==> src/rtl/wb_port_arbiter_pkg.sv <==
// wb_port_arbiter_pkg: shared widths, default starvation limit and MDU buffer entry type
package wb_port_arbiter_pkg;
  localparam int ADDR_W = 5;
  localparam int DATA_W = 32;
  localparam int STARVE_LIMIT_DEF = 4;
  typedef struct packed {
    logic [ADDR_W-1:0] rd;
    logic [DATA_W-1:0] data;
  } wb_ent_t;
endpackage

==> src/rtl/wb_mdu_fifo.sv <==
// wb_mdu_fifo: 2-entry compacting MDU result buffer with head pop and per-register invalidate
module wb_mdu_fifo
  import wb_port_arbiter_pkg::*;
(
  input  logic              clk,
  input  logic              reset,
  input  logic              push,
  input  wb_ent_t           push_ent,
  input  logic              pop,
  input  logic              inv,
  input  logic [ADDR_W-1:0] inv_rd,
  output wb_ent_t           head,
  output logic [1:0]        count
);
  wb_ent_t ent0_q, ent0_d, ent1_q, ent1_d;
  logic v0_q, v0_d, v1_q, v1_d, keep0, keep1;
  // Drop popped/invalidated entries, slide survivors to the head, append the push behind them
  always_comb begin
    keep0  = v0_q && !pop && !(inv && ent0_q.rd == inv_rd);
    keep1  = v1_q && !(inv && ent1_q.rd == inv_rd);
    v0_d   = keep0 || keep1 || push;
    v1_d   = (keep0 && keep1) || ((keep0 ^ keep1) && push);
    ent0_d = keep0 ? ent0_q : keep1 ? ent1_q : push_ent;
    ent1_d = (keep0 && keep1) ? ent1_q : push_ent;
  end
  // Entry storage; reset discards everything
  always_ff @(posedge clk or negedge reset) begin
    if (!reset) begin
      v0_q   <= 1'b0;
      v1_q   <= 1'b0;
      ent0_q <= '0;
      ent1_q <= '0;
    end else begin
      v0_q   <= v0_d;
      v1_q   <= v1_d;
      ent0_q <= ent0_d;
      ent1_q <= ent1_d;
    end
  end
  assign head  = ent0_q;
  assign count = {1'b0, v0_q} + {1'b0, v1_q};
endmodule

==> src/rtl/wb_port_arbiter.sv <==
// wb_port_arbiter: merges MEM/WB and buffered MDU writes onto one register-file write port
module wb_port_arbiter
  import wb_port_arbiter_pkg::*;
#(
  parameter int STARVE_LIMIT = STARVE_LIMIT_DEF
) (
  input  logic              clk,
  input  logic              reset,
  input  logic              wb_regwrite,
  input  logic [ADDR_W-1:0] wb_rd,
  input  logic [DATA_W-1:0] wb_data,
  input  logic              mdu_valid,
  input  logic [ADDR_W-1:0] mdu_rd,
  input  logic [DATA_W-1:0] mdu_data,
  output logic              mdu_ready,
  output logic              rf_we,
  output logic [ADDR_W-1:0] rf_waddr,
  output logic [DATA_W-1:0] rf_wdata,
  output logic              pipe_stall,
  output logic [1:0]        buf_count
);
  wb_ent_t head, mdu_ent;
  logic [1:0] count;
  logic pipe_act, fifo_gnt, push;
  logic rf_we_q, rf_we_d, pipe_stall_q, pipe_stall_d;
  logic [ADDR_W-1:0] rf_waddr_q, rf_waddr_d;
  logic [DATA_W-1:0] rf_wdata_q, rf_wdata_d;
  logic [3:0] cnt_q, cnt_d;
  assign mdu_ent = '{rd: mdu_rd, data: mdu_data};
  assign mdu_ready = count != 2'd2;
  wb_mdu_fifo u_fifo (
    .clk(clk), .reset(reset), .push(push), .push_ent(mdu_ent), .pop(fifo_gnt),
    .inv(pipe_act), .inv_rd(wb_rd), .head(head), .count(count)
  );
  // Pipe wins unless stalled; buffered head goes otherwise; starvation forces a one-cycle stall
  always_comb begin
    pipe_act     = wb_regwrite && wb_rd != '0 && !pipe_stall_q;
    fifo_gnt     = !pipe_act && count != 2'd0;
    push         = mdu_valid && mdu_ready && mdu_rd != '0;
    rf_we_d      = pipe_act || fifo_gnt;
    rf_waddr_d   = pipe_act ? wb_rd : fifo_gnt ? head.rd : rf_waddr_q;
    rf_wdata_d   = pipe_act ? wb_data : fifo_gnt ? head.data : rf_wdata_q;
    pipe_stall_d = cnt_q == 4'(STARVE_LIMIT);
    cnt_d        = (pipe_stall_d || fifo_gnt || count == 2'd0) ? 4'd0 : cnt_q + 4'd1;
  end
  // Registered write port, stall request and starvation counter
  always_ff @(posedge clk or negedge reset) begin
    if (!reset) begin
      rf_we_q      <= 1'b0;
      rf_waddr_q   <= '0;
      rf_wdata_q   <= '0;
      pipe_stall_q <= 1'b0;
      cnt_q        <= '0;
    end else begin
      rf_we_q      <= rf_we_d;
      rf_waddr_q   <= rf_waddr_d;
      rf_wdata_q   <= rf_wdata_d;
      pipe_stall_q <= pipe_stall_d;
      cnt_q        <= cnt_d;
    end
  end
  assign rf_we      = rf_we_q;
  assign rf_waddr   = rf_waddr_q;
  assign rf_wdata   = rf_wdata_q;
  assign pipe_stall = pipe_stall_q;
  assign buf_count  = count;
endmodule

==> config.mk <==
export PLATFORM = sky130hd
export DESIGN_NAME = wb_port_arbiter
export DESIGN_NICKNAME = d
export VERILOG_FILES = /design/src/rtl/wb_port_arbiter_pkg.sv /design/src/rtl/wb_mdu_fifo.sv /design/src/rtl/wb_port_arbiter.sv
export SDC_FILE = /design/constraint.sdc
export NUM_CORES = 1
export LEC_CHECK = 0
export BUFFER_PORTS_ARGS = -buffer_cell sky130_fd_sc_hd__buf_2
export CAP_MARGIN = 20
export CORE_ASPECT_RATIO = 0.75
export CORE_MARGIN = 1.5
export CORE_UTILIZATION = 43
export DETAILED_ROUTE_END_ITERATION = 7
export GPL_TIMING_DRIVEN = 0
export PLACE_DENSITY_LB_ADDON = 0.15
export SLEW_MARGIN = 20
export SYNTH_ARGS = -nofsm -noshare
export SYNTH_HDL_FRONTEND = slang
export SYNTH_SLANG_ARGS = --single-unit
==> constraint.sdc <==
create_clock -name clk -period 5.8 [get_ports clk]
set_input_delay 0.29 -clock clk [delete_from_list [all_inputs] [get_ports clk]]
set_output_delay 0.29 -clock clk [all_outputs]
set_load 0.03 [all_outputs]
==> impl_metrics.toml <==
[status]
status = "completed"

[timing]
hold_viol = 0
whs_ps = 85.9
worst_pin_slew_ps = 854
skew_ps = 10.1
maxSlewHeadroom = 0.431
fin_crit_ps = 3610
setup_viol = 0
slew_viol_final = 0
grt_setup_unrepaired = "false"
timing.setup.tns_ps = 0
min_period_over_period = 0.623
fmaxAchievable_ghz = 0.277

[cells_and_area]
drive_gt1_frac = 0.480
area.growth.synth_to_final_pct = 26.8
regArea_mm2 = 0.00298
nets = 637
multi_input_area_mm2 = 0.00234
fillers = 1114

[grt]
met1_usage = 0.246
grt_busiest_layer = "met2"
track_usage = 0.193
grt_pass1_wl_um = 19700
grt_pass1_vias = 3847
grt-ovfl-total = 0
met2_usage = 0.314
grt.met3_usage = 0.0659
antenna_found_initial = 2
grt_max_degree = 61

[clock_tree]
clk_pin_slew_ps = 50
h-tree-depth = 4
root_buffer = "clkbuf_16"
cts_sinks = 119
clockBufferDepth = 2
cts_resized = 0
cts_tree = "done"
clk_latency_ps = 410
numCtsBuffers = 17

[critical_path]
max_stage_delay_ps = 600
cp_num_buf_inv = 5
cp_max_fo = 10
cp_num_cells = 11
worstSetupPathType = "flip-flop to flip-flop"
worst-endpoint-arrival_ps = 3900
rr_worst_depth = 11
cp_slowest_cell = "buf_1"
worst_path_dominant_cell_family = "buffers and inverters"
crit_required_ps = 6090
path_cells = "nor2b_1, o21a_1, buf_2, o41ai_1, a21o_1, buf_4, inv_1, ha_1, clkbuf_1, buf_1, mux2_2"
startpoint_type = "flip-flop"
setup.worst_path.end_class = "flip-flop"

[placement]
port-buffer-count = 119
globalplace.congestion = 0.716
dpl.hpwl_um = 8470

[yosys]
synth_cell_types = 30
synth_seq_cells = 119
ys_top_cells_by_count = "119 x dfrtp_1, 91 x mux2_2, 41 x nand2_1"
syn_nets = 497
postSynthCellCount = 413
yosysMostFrequentCell = "dfrtp_1"
synth_top_area_frac = 0.543
avgSynthCellArea_um2 = 13.3
synth_area_mm2 = 0.00549
seq_area_frac_synth = 0.543
synth-edff-count = 0
synthFlopType = "dfrtp_1"
yosys.area.top_type = "dfrtp_1"
async_flop_share = 1.00
yosysWarnings = 0
yosys-top-cells-area = "dfrtp_1 54%, mux2_2 19%, mux2i_1 6.8%"

[drt]
wirelength_um = 12100
firstDrtPassIters = 4
vias = 3618
wire_per_inst_um = 16.6
final_antenna_net_count = 0
via_per_inst = 4.94
route.detailed.drc = 0
drt_iter0_markers = 94

[floorplan]
die_h_um = 101
initial_core_util = 0.444
ios = 120
dieArea_mm2 = 0.0135
die_w_um = 133
coreArea_mm2 = 0.0123
rows = 35

[power]
power_density_mw_per_mm2 = 531
p_leak_uw = 0.00322
ir_drop_v = 0.000262

[min_path]
min_path_type = "input port to flip-flop"
hold_path_depth = 3

[job]
maxCapViolCount = 0
## cells in the final DEF (no fill, tap or decap), types with 2 or more instances in the layout
cell        netlist  layout
buf_2             3     121
dfrtp_1         119     119
mux2_2           91      91
nand2_1          41      41
mux2i_1          37      37
o21ai_0          37      37
mux2_4           20      20
clkbuf_16         0      17
clkbuf_1         12      15
inv_1             8       8
xor2_1            6       6
xnor2_1           6       6
ha_1              6       6
nor2_1            4       4
buf_6             3       4
bufinv_16         0       4
buf_1             3       3
clkbuf_8          0       3
nand3_1           2       2
buf_4             2       2
clkinvlp_4        0       2
clkinv_2          0       2
## final cells by class
class | count | area share
multi-input cells | 262 | 0.337
clock inverters | 8 | 0.0209
diodes | 1 | 0.000360
repair buffers | 121 | 0.0919
well taps | 166 | 0.0298
inverters | 8 | 0.00431
plain buffers | 24 | 0.0194
clock buffers | 23 | 0.0687
flip-flops and latches | 119 | 0.428
## per-layer routing
layer / vias up / share of wire
met1: 1799 / 0.47
met3: 12 / 0.050
met4: 2 / 0.0074
li1: 1721 / -
met5: - / 0.00099
met2: 84 / 0.47
## final timing paths
kind | end | slack, ps | from
setup / recovery | u_fifo.ent1_q[2] | 2190 | pipe_stall
hold / removal | rf_wdata[8] | 90 | wb_data[8]
setup reg to reg | u_fifo.ent1_q[2] | 2190 | pipe_stall
hold reg to reg | cnt_q[0] | 490 | cnt_q[0]
max in group asynchronous | u_fifo.head[13] | 4680 | reset
min in group asynchronous | cnt_q[0] | 430 | reset
## power breakdown
group          switching (uW)  internal, uW  total (uW)  leakage, uW
logic                     679           620        1300      0.00151
registers                 168          1120        1290      0.00141
clock network             361           749        1110     0.000299
## sequential cells by signal (all words and copies together) (netlist names)
name and count:
rf_wdata 32, pipe_stall 1, u_fifo.v0_q 1, u_fifo.ent1_q 37, rf_waddr 5, u_fifo.head 37
u_fifo.v1_q 1, rf_we 1, cnt_q 4
## logic make-up after synthesis
| logic type | synth area share |
|---|---|
| xor+xnor | 0.0192 |
| fa+ha+maj | 0.0137 |
| flops | 0.543 |
| buf+inv | 0.0301 |
| simple gates | 0.0399 |
| compound gates | 0.0454 |
| mux | 0.309 |
## per-stage QoR
step	cells	cell area (um^2)	power [uW]	setup WS, ps	util
4_1_cts	731	6960	3740	2090	0.563
2_1_floorplan	413	5490	2260	2830	-
3_3_place_gp	698	6290	2570	2100	0.509
3_5_place_dp	699	6320	2620	2100	0.512
6_report	732	6960	3700	2190	0.564
5_1_grt	732	6960	3910	1910	0.564
## worst min-delay path, cell delays in order
cell and delay, ps:
buf_2 80, nand2_1 30, o21ai_0 50
## repair_timing
| item | in CTS | in global routing |
|---|---|---|
| endpoints found under the hold margin | 59 | 0 |
| setup buffers | 0 | 0 |
| hold buffers | 1 | 0 |
Note: power is estimated with default switching activity, not from simulation.
